<file path="src/rtl/shift_burst_generator_if.sv">
// AXI-Stream bus carrying the per-epoch shift values from the burst generator
// to the Gold-code correlator/shifter bank.
interface shift_burst_generator_if #(
   parameter int DATA_W = 8
);
   logic              tvalid;
   logic              tready;
   logic [DATA_W-1:0] tdata;
   logic              tlast;
   logic              tuser;

   modport master (
      output tvalid,
      output tdata,
      output tlast,
      output tuser,
      input  tready
   );

   modport slave (
      input  tvalid,
      input  tdata,
      input  tlast,
      input  tuser,
      output tready
   );
endinterface

</file>
<file path="src/rtl/shift_burst_generator.sv">
// Emits one burst of N arithmetic shift values (base, base+step, ...) per epoch.
// Define SHIFT_BURST_TLAST_EN to drive tlast on the final beat; otherwise tlast is 0.
module shift_burst_generator #(
   parameter int DATA_W    = 8,
   parameter int MAX_CODES = 16,
   parameter int CNT_W     = $clog2(MAX_CODES + 1),
   parameter int PERIOD_W  = 18,
   parameter int BCNT_W    = 16
) (
   input  logic                   clkin,
   input  logic                   rstn,
   input  logic                   enable,
   input  logic [CNT_W-1:0]       cfg_num_codes,
   input  logic [PERIOD_W-1:0]    cfg_period,
   input  logic [DATA_W-1:0]      cfg_base,
   input  logic [DATA_W-1:0]      cfg_step,
   shift_burst_generator_if.master m_axis,
   output logic                   epoch_tick,
   output logic                   overrun,
   output logic                   burst_active,
   output logic [BCNT_W-1:0]      burst_cnt
);

   localparam logic [CNT_W-1:0] MAX_N = CNT_W'(MAX_CODES);

   typedef enum logic [1:0] {
      IDLE  = 2'd0,
      BURST = 2'd1,
      WAIT  = 2'd2
   } state_t;

   state_t              state_q, state_d;
   logic [PERIOD_W-1:0] timer_q, timer_d;
   logic [CNT_W-1:0]    idx_q, idx_d;
   logic [CNT_W-1:0]    n_q, n_d;
   logic [PERIOD_W-1:0] period_q, period_d;
   logic [DATA_W-1:0]   step_q, step_d;
   logic                tvalid_q, tvalid_d;
   logic [DATA_W-1:0]   tdata_q, tdata_d;
   logic                tuser_q, tuser_d;
   logic                tick_q, tick_d;
   logic                overrun_q, overrun_d;
   logic [BCNT_W-1:0]   bcnt_q, bcnt_d;

   logic tick_now;
   logic handshake;
   logic last_beat;
   logic start;

   function automatic logic [CNT_W-1:0] clamp_n(input logic [CNT_W-1:0] n);
      return (n > MAX_N) ? MAX_N : n;
   endfunction

   // A period of 0 behaves like 1, so both reload to 0 and tick every cycle.
   function automatic logic [PERIOD_W-1:0] reload_val(input logic [PERIOD_W-1:0] p);
      return (p == '0) ? '0 : p - PERIOD_W'(1);
   endfunction

   always_comb begin
      state_d   = state_q;
      timer_d   = timer_q;
      idx_d     = idx_q;
      n_d       = n_q;
      period_d  = period_q;
      step_d    = step_q;
      tvalid_d  = tvalid_q;
      tdata_d   = tdata_q;
      tuser_d   = tuser_q;
      overrun_d = 1'b0;
      bcnt_d    = bcnt_q;
      start     = 1'b0;

      tick_now  = (state_q != IDLE) && (timer_q == '0);
      handshake = tvalid_q && m_axis.tready;
      last_beat = (idx_q == n_q - CNT_W'(1));
      tick_d    = tick_now;

      if (state_q != IDLE) begin
         timer_d = tick_now ? reload_val(period_q) : timer_q - PERIOD_W'(1);
      end

      case (state_q)
         IDLE: begin
            if (enable) begin
               start = 1'b1;
            end
         end
         BURST: begin
            if (tick_now && !(handshake && last_beat)) begin
               overrun_d = 1'b1;
            end
            if (handshake) begin
               if (last_beat) begin
                  bcnt_d = bcnt_q + BCNT_W'(1);
                  if (!enable) begin
                     state_d  = IDLE;
                     tvalid_d = 1'b0;
                     tuser_d  = 1'b0;
                     idx_d    = '0;
                  end else if (tick_now) begin
                     start = 1'b1;
                  end else begin
                     state_d  = WAIT;
                     tvalid_d = 1'b0;
                     tuser_d  = 1'b0;
                     idx_d    = '0;
                  end
               end else begin
                  tdata_d = tdata_q + step_q;
                  tuser_d = 1'b0;
                  idx_d   = idx_q + CNT_W'(1);
               end
            end
         end
         WAIT: begin
            if (!enable) begin
               state_d = IDLE;
            end else if (tick_now) begin
               start = 1'b1;
            end
         end
         default: begin
            state_d = IDLE;
         end
      endcase

      // Every burst start re-samples the live configuration into the shadows.
      if (start) begin
         n_d      = clamp_n(cfg_num_codes);
         period_d = cfg_period;
         step_d   = cfg_step;
         timer_d  = reload_val(cfg_period);
         idx_d    = '0;
         if (n_d != '0) begin
            state_d  = BURST;
            tvalid_d = 1'b1;
            tdata_d  = cfg_base;
            tuser_d  = 1'b1;
         end else begin
            state_d  = WAIT;
            tvalid_d = 1'b0;
            tuser_d  = 1'b0;
         end
      end
   end

   always_ff @(posedge clkin) begin
      if (!rstn) begin
         state_q   <= IDLE;
         timer_q   <= '0;
         idx_q     <= '0;
         n_q       <= '0;
         period_q  <= '0;
         step_q    <= '0;
         tvalid_q  <= 1'b0;
         tdata_q   <= '0;
         tuser_q   <= 1'b0;
         tick_q    <= 1'b0;
         overrun_q <= 1'b0;
         bcnt_q    <= '0;
      end else begin
         state_q   <= state_d;
         timer_q   <= timer_d;
         idx_q     <= idx_d;
         n_q       <= n_d;
         period_q  <= period_d;
         step_q    <= step_d;
         tvalid_q  <= tvalid_d;
         tdata_q   <= tdata_d;
         tuser_q   <= tuser_d;
         tick_q    <= tick_d;
         overrun_q <= overrun_d;
         bcnt_q    <= bcnt_d;
      end
   end

`ifdef SHIFT_BURST_TLAST_EN
   logic tlast_q, tlast_d;

   // Derived from next-state index so tlast follows the data it belongs to.
   always_comb begin
      tlast_d = tvalid_d && (idx_d == n_d - CNT_W'(1));
   end

   always_ff @(posedge clkin) begin
      if (!rstn) begin
         tlast_q <= 1'b0;
      end else begin
         tlast_q <= tlast_d;
      end
   end

   assign m_axis.tlast = tlast_q;
`else
   assign m_axis.tlast = 1'b0;
`endif

   assign m_axis.tvalid = tvalid_q;
   assign m_axis.tdata  = tdata_q;
   assign m_axis.tuser  = tuser_q;
   assign epoch_tick    = tick_q;
   assign overrun       = overrun_q;
   assign burst_active  = (state_q == BURST);
   assign burst_cnt     = bcnt_q;

endmodule

</file>
<file path="src/flat_wrapper.sv">
// flat-port wrapper written by rule: the top's interface ports become plain ports
module shift_burst_generator_flat 
#(
   parameter int DATA_W    = 8,
   parameter int MAX_CODES = 16,
   parameter int CNT_W     = $clog2(MAX_CODES + 1),
   parameter int PERIOD_W  = 18,
   parameter int BCNT_W    = 16
)
  (clkin, rstn, enable, cfg_num_codes, cfg_period, cfg_base, cfg_step, epoch_tick, overrun, burst_active, burst_cnt, m_axis_tvalid, m_axis_tdata, m_axis_tlast, m_axis_tuser, m_axis_tready);
  shift_burst_generator_if #(.DATA_W(DATA_W)) m_axis_i ();
  input  logic clkin;
  input  logic rstn;
  input  logic enable;
  input  logic [CNT_W-1:0] cfg_num_codes;
  input  logic [PERIOD_W-1:0] cfg_period;
  input  logic [DATA_W-1:0] cfg_base;
  input  logic [DATA_W-1:0] cfg_step;
  output logic epoch_tick;
  output logic overrun;
  output logic burst_active;
  output logic [BCNT_W-1:0] burst_cnt;
  output wire logic [$bits(m_axis_i.tvalid)-1:0] m_axis_tvalid;
  output wire logic [$bits(m_axis_i.tdata)-1:0] m_axis_tdata;
  output wire logic [$bits(m_axis_i.tlast)-1:0] m_axis_tlast;
  output wire logic [$bits(m_axis_i.tuser)-1:0] m_axis_tuser;
  input wire logic [$bits(m_axis_i.tready)-1:0] m_axis_tready;
  assign m_axis_tvalid = m_axis_i.tvalid;
  assign m_axis_tdata = m_axis_i.tdata;
  assign m_axis_tlast = m_axis_i.tlast;
  assign m_axis_tuser = m_axis_i.tuser;
  assign m_axis_i.tready = m_axis_tready;
  shift_burst_generator #(.DATA_W(DATA_W), .MAX_CODES(MAX_CODES), .CNT_W(CNT_W), .PERIOD_W(PERIOD_W), .BCNT_W(BCNT_W)) u_core (.clkin(clkin), .rstn(rstn), .enable(enable), .cfg_num_codes(cfg_num_codes), .cfg_period(cfg_period), .cfg_base(cfg_base), .cfg_step(cfg_step), .m_axis(m_axis_i), .epoch_tick(epoch_tick), .overrun(overrun), .burst_active(burst_active), .burst_cnt(burst_cnt));
endmodule
</file>
<file path="config.mk">
export PLATFORM = sky130hd
export DESIGN_NAME = shift_burst_generator_flat
export DESIGN_NICKNAME = d
export VERILOG_FILES = /design/src/rtl/shift_burst_generator_if.sv /design/src/rtl/shift_burst_generator.sv /design/src/flat_wrapper.sv
export SDC_FILE = /design/constraint.sdc
export NUM_CORES = 1
export LEC_CHECK = 0
export BUFFER_PORTS_ARGS = -buffer_cell sky130_fd_sc_hd__buf_2
export CAP_MARGIN = 20
export CORE_UTILIZATION = 30
export CTS_BUF_LIST = sky130_fd_sc_hd__clkbuf_8
export CTS_CLUSTER_SIZE = 40
export DETAILED_ROUTE_END_ITERATION = 16
export SYNTH_ARGS = -nofsm -noshare
export SYNTH_HDL_FRONTEND = slang
export SYNTH_SLANG_ARGS = --single-unit
</file>
<file path="constraint.sdc">
create_clock -name clkin -period 2.81 [get_ports clkin]
set_input_delay 0.281 -clock clkin [delete_from_list [all_inputs] [get_ports clkin]]
set_output_delay 0.281 -clock clkin [all_outputs]
set_load 0.1 [all_outputs]
</file>
Word-level counts from Yosys, hierarchy flattened. Cells that the tools add are included.

Add/sub/neg operators: 7. Magnitude comparators: 1. Equal/unequal tests: 11. Muxes and demuxes: 40. Bitwise operators: 1. Reduce and logical (&&, ||, !) cells: 22.

Operator list (count): $mux 18 (5); $logic_not 18->1 (3); $sub 18x1->18 const B (3); $mux 8 (5); $mux 5 (4); $mux 1 (17); $add 16x1->16 const B (1); $mux 2 (7); $reduce_bool 2->1 (5); $reduce_and 3->1 (3); $add 8x8->8 (1); $ne 4x4->1 const B (2); $ne 3x1->1 const B (2); $ne 3x3->1 const B (2); $pmux 2 s3 (1); $add 5x1->5 const B (1); $eq 5x5->1 (1); $gt 5x5->1 const B (1); $reduce_and 5->1 (1); $reduce_bool 5->1 (1); $sub 5x1->5 const B (1); $logic_and 1x1->1 (4); $reduce_and 4->1 (1); $ne 3x2->1 const B (1); other kinds (9) (9).

Bits in registers: 84. Output and inout bits: 30. Word-level logic and storage cells: 94.

Logic depth before layout (Yosys ltp). Gate-level depths: netlist of run 1.

Depth in word-level cells: 9. Depth in mapped cells: 10. Depth with buffers taken out: 9.

Worst setup path before layout of run 1. No wires, ideal clock.

Path kind: flip-flop to flip-flop. From: reg u_core.state_q[1]. To: reg u_core.bcnt_q[9] (netlist: u_core.burst_cnt[9]). Library setup time: 0.070 ns. Arrival time: 2.863 ns. Data required time: 2.740 ns. Path slack: -0.123 ns. Cell stages (with the launch flop): 8. Clock period less this slack: 2.933 ns. Cell sequence: dfxtp_1 > buf_2 > and2b_1 > nand3_1 > or4_4 > buf_2 > or4_1 > a21oi_1.

Longest elaborated chain between the ends: 2.

RTL lines: from (decl) (line shift_burst_generator.sv:32) `state_t state_q, state_d;`; from (signal assigned) (line shift_burst_generator.sv:162) `state_q <= state_d;`; $eq 2x1->1; named net burst_active (line flat_wrapper.sv:21) `output logic burst_active;`; $reduce_and 3->1 (no line); to (signal assigned) (line shift_burst_generator.sv:173) `bcnt_q <= bcnt_d;`; to (decl) (line shift_burst_generator.sv:43) `logic [BCNT_W-1:0] bcnt_q, bcnt_d;`.

The timed path passes the listed nets, and every way through them passes these cells. A chain may end at the register's enable or synchronous reset.

Worst setup path after layout of run 1.
From: reg u_core.timer_q[12]. To: reg u_core.tdata_q[4] (netlist: u_core.m_axis.tdata[4]).

Longest elaborated chain between the ends: 8.

RTL lines: from (decl) (line shift_burst_generator.sv:33) `logic [PERIOD_W-1:0] timer_q, timer_d;`; from (signal assigned) (line shift_burst_generator.sv:163) `timer_q <= timer_d;`; $logic_not 18->1 (*) (line shift_burst_generator.sv:73) `tick_now = (state_q != IDLE) && (timer_q == '0);`; $logic_and 1x1->1 (*) (line shift_burst_generator.sv:73); $mux 1 (*) (line shift_burst_generator.sv:100, shift_burst_generator.sv:118); $mux 1 (*) (line shift_burst_generator.sv:116) `if (!enable) begin`; $mux 1 (line shift_burst_generator.sv:93) `if (last_beat) begin`; $mux 1 (line shift_burst_generator.sv:92) `if (handshake) begin`; $pmux 1 s3 (*) (line shift_burst_generator.sv:82) `case (state_q)`; $mux 8 (*) (line shift_burst_generator.sv:128) `if (start) begin`; to (signal assigned) (line shift_burst_generator.sv:169) `tdata_q <= tdata_d;`; to (decl) (line shift_burst_generator.sv:39) `logic [DATA_W-1:0] tdata_q, tdata_d;`.

Mark *: on every way between the ends. The rest lies on a longest branch, timed or not.

==> flow_summary.json, run 1 <==
{
  "run_status": "finished, final reports clean",
  "initial_utilization_pct": 30.53,
  "critical_path_data_required_time_ps": 3050,
  "path_max_fanout": 43,
  "portBuffers": 71,
  "post-route-period-util_pct": 95.76,
  "cell_type_with_the_highest_aggregate_area_in_the_netlist": "sky130_fd_sc_hd__dfxtp_1",
  "sequence_of_cells_on_the_critical_path": "nor4_1, and4b_4, nand3_2, or4_1, buf_12, a21oi_2, a211oi_1",
  "synth_top_family_by_area": "compound AO/OA/AOI/OAI gates",
  "grt_remaining_overflow": 0,
  "worst-slew-pin-transition_ps": 786.0,
  "htree_levels": 3,
  "power_leakage_uw": 0.002325,
  "number_of_global_route_vias_before_repair": 4899,
  "global_route_wire_length_before_repair_um": 25960,
  "clockBufferDepth": 2,
  "max-cap-violations": 0,
  "overall_global_routing_resource_usage_pct": 18.36,
  "cts_made_buffers": 9,
  "synthXorXnorAreaFrac_pct": 7.489,
  "antenna-diode-count": 0,
  "power.density_cell_area_mw_per_mm2": 538.6,
  "first_pass_iters": 5,
  "area_used_by_sequential_logic_in_the_layout_sq_mm": 0.001682,
  "report.final.slew_viol_count": 0,
  "synth_adder_area_share_pct": 3.709,
  "syn_to_final_growth_pct": 17.07,
  "cts_num_sinks": 84,
  "wire_per_inst_um": 16.68,
  "gp_routability_congestion": 0.8627,
  "synth_edf_count": 0,
  "final_area_sq_mm": 0.006161,
  "hpwl_um": 11640,
  "timing.hold.worst_path_depth": 3,
  "groute.layer.met3.usage_pct": 2.343,
  "worst_path_dominant_cell_family": "simple AND/OR/NAND/NOR gates",
  "global_route.usage.met2_pct": 27.86,
  "synth_area_in_compound_gates_pct": 25.63,
  "ant_nets": 0,
  "timing.final.setup_violations": 0,
  "critPathKind": "reg2reg",
  "final_hold_viol_count": 0,
  "rsz_0062_raised_after_global_routing": "false",
  "worst_clock_skew_ps": 13.72,
  "slew_headroom_pct": 47.25,
  "maxClockFrequency_ghz": 0.3716,
  "synth_top_cells_by_area": "sky130_fd_sc_hd__dfxtp_1 (32%), sky130_fd_sc_hd__a21oi_1 (5.7%), sky130_fd_sc_hd__o21ai_0 (4.9%), sky130_fd_sc_hd__nand3_1 (4.8%), sky130_fd_sc_hd__xor2_1 (4.7%)",
  "detailroute.via_count": 5302,
  "crit_arrival_ps": 2930,
  "cp-start-kind": "flop",
  "post_synth_mux_area_share_pct": 1.213,
  "detail_route.iter0.violations": 376,
  "yosysSeqAreaShare_pct": 31.95,
  "finalCoreUtilization_pct": 35.74,
  "wirelength_um": 16000,
  "postCtsSetupRepairBufs": 0,
  "die_w_um": 134.4,
  "timing.critical_path.to_type": "flop",
  "global_route.peak_usage_layer": "met2",
  "async_reset_ff_share_pct": 0,
  "synth-warning-count": 0,
  "fp.dieArea_sq_mm": 0.01808,
  "yosysTopAreaCellShare_pct": 31.95,
  "cts.root.buffer_cell": "sky130_fd_sc_hd__clkbuf_8",
  "grt_antenna_before_repair": 0,
  "syn_area_sq_mm": 0.005263,
  "cp_slowest_stage_delay_ps": 480,
  "layout_commonest_cell": "sky130_fd_sc_hd__dfxtp_1",
  "synth_cell_type_count": 68,
  "worst_path_clk_slew_ps": 90,
  "grt_max_degree": 58,
  "ys_ff_latch": 84,
  "pin_count": 73,
  "n_fill_cell": 1813,
  "timing.hold.worst.class": "in2reg",
  "synth_area_per_cell_sq_um": 7.986,
  "number_of_core_rows": 48,
  "critPathSlowestCell": "sky130_fd_sc_hd__or4_1",
  "path_depth": 7,
  "post_synth_inst_count": 659,
  "postCtsHoldBufs": 0,
  "worstRegToRegCells": 7,
  "insertion_delay_ps": 390,
  "post_layout_net_count": 788,
  "die_height_um": 134.4,
  "gr-usage-met1_pct": 25.97,
  "layout-drive-gt1-share_pct": 18.39,
  "dpl_cell_area_sq_mm": 0.005966,
  "drc": 0,
  "cts_repair_resize_count": 0,
  "cts_tree": "yes",
  "crit_buf_inv": 1,
  "whs_ps": 145.8,
  "ir_drop_uv": 212.7,
  "ys_dominant_reg_cell": "sky130_fd_sc_hd__dfxtp_1",
  "net_count_of_the_mapped_netlist": 717,
  "setup_tns_ps": 0,
  "fraction_of_the_mapped_netlist_area_in_simple_logic_gates_pct": 24.99,
  "via_per_inst": 5.529,
  "coreArea_sq_mm": 0.01724,
  "final_cell_mix": "sky130_fd_sc_hd__dfxtp_1 (84), sky130_fd_sc_hd__buf_2 (71), sky130_fd_sc_hd__a21oi_1 (59), sky130_fd_sc_hd__o21ai_0 (51), sky130_fd_sc_hd__nand3_1 (50)",
  "min_period_ps": 2691,
  "multiInputGateArea_sq_mm": 0.003338
}
[worst paths after layout]
check | startpoint | to | slack, ps
setup reg to reg | u_core.timer_q[12] | u_core.m_axis.tdata[4] | 120
setup / recovery | u_core.timer_q[12] | u_core.m_axis.tdata[4] | 120
hold reg to reg | u_core.step_q[5] | u_core.step_q[5] | 480
hold / removal | cfg_step[3] | u_core.step_q[3] | 150
[cells by family after synthesis]
logic type | after synthesis
other | 1
AOI/OAI and AO/OA | 207
adders and majority gates | 15
xor gates and xnor gates | 45
buffers and inverters | 62
and+or+nand+nor | 239
DFF | 84
muxes | 6
[area by class of cell]
type / count / share of cell area [%]
Multi-Input combinational cell: 513 / 54.18
Sequential cell: 84 / 27.29
Timing Repair Buffer: 100 / 9.504
Tap cell: 225 / 4.569
Clock buffer: 10 / 2.234
Inverter: 22 / 1.340
Clock inverter: 5 / 0.8733
[cell usage after synthesis, drive strengths merged (2+ instances only)]
cell type and count:
dfxtp 84, buf 14, nor3b 4, o31ai 14
a221oi 4, a21oi 61, or4 21, inv 22
and3 2, xnor2 17, or3 10, o21ai 53
a211oi 17, o211ai 6, mux2 3, a2111oi 4
o21bai 2, nand2 44, a22oi 10, nor4 15
nor2b 8, a311oi 4, mux2i 3, or4b 2
nor3 26, a211o 2, nand3 51, nand4 9
ha 14, o2111ai 2, and2 3, o221ai 13
and4 2, xor2 28, a21o 3, nor2 31
o21a 3, clkbuf 26, nand2b 5
[per-stage QoR]
stage,instances,setup WS (ps),power (uW)
2_1_floorplan,659,63.40,2127
3_3_place_gp,944,232.3,2414
3_5_place_dp,944,178.7,2412
4_1_cts,959,149.9,3326
5_1_grt,959,5.684,3484
6_report,959,119.2,3318
[metal layers]
layer | wire length (um) | part of all wire, %
met2 | 6992 | 44
met3 | 740 | 4.6
met5 | 0 | 0
met1 | 7950 | 50
met4 | 315 | 2.0
[worst register-to-register path, stage by stage (launching register included)]
cell and delay [ps]:
sky130_fd_sc_hd__dfxtp_1 360, sky130_fd_sc_hd__nor4_1 470, sky130_fd_sc_hd__and4b_4 340, sky130_fd_sc_hd__nand3_2 150
sky130_fd_sc_hd__or4_1 480, sky130_fd_sc_hd__buf_12 210, sky130_fd_sc_hd__a21oi_2 390, sky130_fd_sc_hd__a211oi_1 140
[report_power, final]
| part | switching [uW] | internal [uW] | total [uW] | leakage (uW) |
|---|---|---|---|---|
| logic | 633 | 376 | 1010 | 0.00154 |
| registers | 112 | 1280 | 1390 | 0.000687 |
| clock network | 489 | 426 | 915 | 0.0000956 |
| total | 1230 | 2080 | 3320 | 0.00233 |
[registers in the layout (all words and copies together) (netlist names)]
register and flops:
u_core.burst_cnt 16, u_core.epoch_tick 1, u_core.idx_q 5, u_core.m_axis.tdata 8, u_core.m_axis.tuser 1, u_core.m_axis.tvalid 1
u_core.n_q 5, u_core.overrun 1, u_core.period_q 18, u_core.state_q 2, u_core.step_q 8, u_core.timer_q 18
(Power assumes the default switching activity.)
==> run 2: changes to the inputs <==
--- a/config.mk
+++ b/config.mk
@@ -8,9 +8,10 @@
 export BUFFER_PORTS_ARGS = -buffer_cell sky130_fd_sc_hd__buf_2
 export CAP_MARGIN = 20
 export CORE_UTILIZATION = 30
-export CTS_BUF_LIST = sky130_fd_sc_hd__clkbuf_8
+export CTS_BUF_LIST = sky130_fd_sc_hd__clkbuf_2 sky130_fd_sc_hd__clkbuf_4 sky130_fd_sc_hd__clkbuf_8
 export CTS_CLUSTER_SIZE = 40
 export DETAILED_ROUTE_END_ITERATION = 16
+export REMOVE_ABC_BUFFERS = 1
 export SYNTH_ARGS = -nofsm -noshare
 export SYNTH_HDL_FRONTEND = slang
 export SYNTH_SLANG_ARGS = --single-unit
==> run 2 against run 1 <==
First-iteration DRC count fell by 4.0%. Power rose by 0.13%. Global-route usage fell by 0.23 points. Core utilization rose by 0.23 points. Register-to-register slack improved by 20 ps. Critical path type unchanged. Highest routed layer unchanged.
==> flow_summary.json, run 2 (synthesis gave the netlist of run 1 again) <==
{
  "final_cell_mix": "sky130_fd_sc_hd__dfxtp_1 (84), sky130_fd_sc_hd__buf_2 (71), sky130_fd_sc_hd__a21oi_1 (59), sky130_fd_sc_hd__o21ai_0 (51), sky130_fd_sc_hd__nand3_1 (50)",
  "overall_global_routing_resource_usage_pct": 18.12,
  "crit_buf_inv": 2,
  "ant_nets": 0,
  "dpl_cell_area_sq_mm": 0.005987,
  "cts_tree": "yes",
  "timing.hold.worst_path_depth": 3,
  "maxClockFrequency_ghz": 0.3750,
  "die_w_um": 134.4,
  "antenna-diode-count": 0,
  "hpwl_um": 11690,
  "power.total_uw": 3323,
  "detailroute.via_count": 5307,
  "cts.root.buffer_cell": "sky130_fd_sc_hd__clkbuf_8",
  "htree_levels": 3,
  "post-route-period-util_pct": 94.89,
  "wire_per_inst_um": 16.54,
  "via_per_inst": 5.511,
  "power_leakage_uw": 0.002354,
  "slew_headroom_pct": 49.77,
  "rsz_0062_raised_after_global_routing": "false",
  "final_cell_count_no_fill": 963,
  "global_route.peak_usage_layer": "met2",
  "global_route_wire_length_before_repair_um": 25610,
  "gr-usage-met1_pct": 24.86,
  "drc": 0,
  "worst_path_dominant_cell_family": "compound AO/OA/AOI/OAI gates",
  "timing.critical_path.to_type": "flop",
  "power.density_cell_area_mw_per_mm2": 535.8,
  "groute.layer.met3.usage_pct": 4.686,
  "report.final.slew_viol_count": 0,
  "die_height_um": 134.4,
  "number_of_core_rows": 48,
  "max-cap-violations": 0,
  "wirelength_um": 15930,
  "worstRegToRegCells": 8,
  "syn_to_final_growth_pct": 17.83,
  "area_used_by_sequential_logic_in_the_layout_sq_mm": 0.001682,
  "postCtsSetupRepairBufs": 0,
  "grt_remaining_overflow": 0,
  "grt_max_degree": 59,
  "cts_num_sinks": 84,
  "crit_arrival_ps": 2960,
  "clockBufferDepth": 2,
  "pin_count": 73,
  "whs_ps": 142.9,
  "number_of_global_route_vias_before_repair": 4923,
  "worst_path_clk_slew_ps": 90,
  "run_status": "finished, final reports clean",
  "ir_drop_uv": 355.3,
  "cp_slowest_stage_delay_ps": 610,
  "initial_utilization_pct": 30.53,
  "detail_route.iter0.violations": 361,
  "placed_cells_incl_taps": 947,
  "multiInputGateArea_sq_mm": 0.003344,
  "worst_clock_skew_ps": 8.727,
  "critPathKind": "reg2reg",
  "min_period_ps": 2666,
  "post_layout_net_count": 792,
  "critPathSlowestCell": "sky130_fd_sc_hd__or4_1",
  "n_fill_cell": 1855,
  "critical_path_data_required_time_ps": 3110,
  "layout_commonest_cell": "sky130_fd_sc_hd__dfxtp_1",
  "coreArea_sq_mm": 0.01724,
  "portBuffers": 71,
  "global_route.usage.met2_pct": 28.41,
  "path_max_fanout": 26,
  "finalCoreUtilization_pct": 35.98,
  "sequence_of_cells_on_the_critical_path": "inv_1, ha_1, mux2i_1, a211oi_4, or4_1, buf_4, a21o_2, o221ai_1",
  "worst-slew-pin-transition_ps": 748.5,
  "layout-drive-gt1-share_pct": 18.83,
  "timing.final.setup_violations": 0,
  "gp_routability_congestion": 0.8311,
  "timing.hold.worst.class": "in2reg",
  "fp.dieArea_sq_mm": 0.01808,
  "grt_antenna_before_repair": 0,
  "insertion_delay_ps": 380,
  "cts_made_buffers": 9,
  "cp-start-kind": "flop",
  "first_pass_iters": 5,
  "final_area_sq_mm": 0.006201,
  "final_hold_viol_count": 0,
  "path_depth": 8
}
[run 2: layout make-up]
cell class / count / area share (%)
Clock inverter: 2 / 0.5650
Sequential cell: 84 / 27.12
Clock buffer: 13 / 2.583
Multi-Input combinational cell: 513 / 53.93
Timing Repair Buffer: 104 / 9.927
Tap cell: 225 / 4.540
Inverter: 22 / 1.332
[run 2: final timing paths]
path | from | end | slack (ps)
setup / recovery | u_core.n_q[0] | u_core.timer_q[3] | 140
hold / removal | cfg_base[5] | u_core.m_axis.tdata[5] | 140
setup reg to reg | u_core.n_q[0] | u_core.timer_q[3] | 140
hold reg to reg | u_core.step_q[7] | u_core.step_q[7] | 480
[run 2: power by group]
group          internal, uW  switching [uW]  total (uW)  leakage, uW
Sequential             1280             109        1390     0.000687
Clock                   460             444         904     0.000104
Combinational           394             633        1030      0.00156
[run 2: stage by stage]
step,setup TNS [ps],worst slack (ps)
after CTS,0,32.07
after global placement,0,46.76
final,0,143.7
after global routing,0,4.276
after floorplan,-45040,-888.9
after detailed placement,0,43.35
[run 2: per-layer routing]
metal / part of all wire (%) / vias up
met3: 5.2 / 9
li1: - / 2642
met1: 50 / 2525
met2: 44 / 131
met4: 0.93 / 0
met5: 0 / -
[run 2: worst reg2reg max path, cell delays in order, from the launching register on]
cell and delay, ps:
sky130_fd_sc_hd__dfxtp_1 400, sky130_fd_sc_hd__inv_1 60, sky130_fd_sc_hd__ha_1 240, sky130_fd_sc_hd__mux2i_1 310, sky130_fd_sc_hd__a211oi_4 150, sky130_fd_sc_hd__or4_1 610, sky130_fd_sc_hd__buf_4 270, sky130_fd_sc_hd__a21o_2 330
sky130_fd_sc_hd__o221ai_1 210
[run 2: repair_timing]
item | 4_1_cts | 5_1_grt
hold buffers | 0 | 0
setup endpoints to repair | 0 | 11
endpoints found under the hold margin | 0 | 0
gates resized for setup | 0 | 3
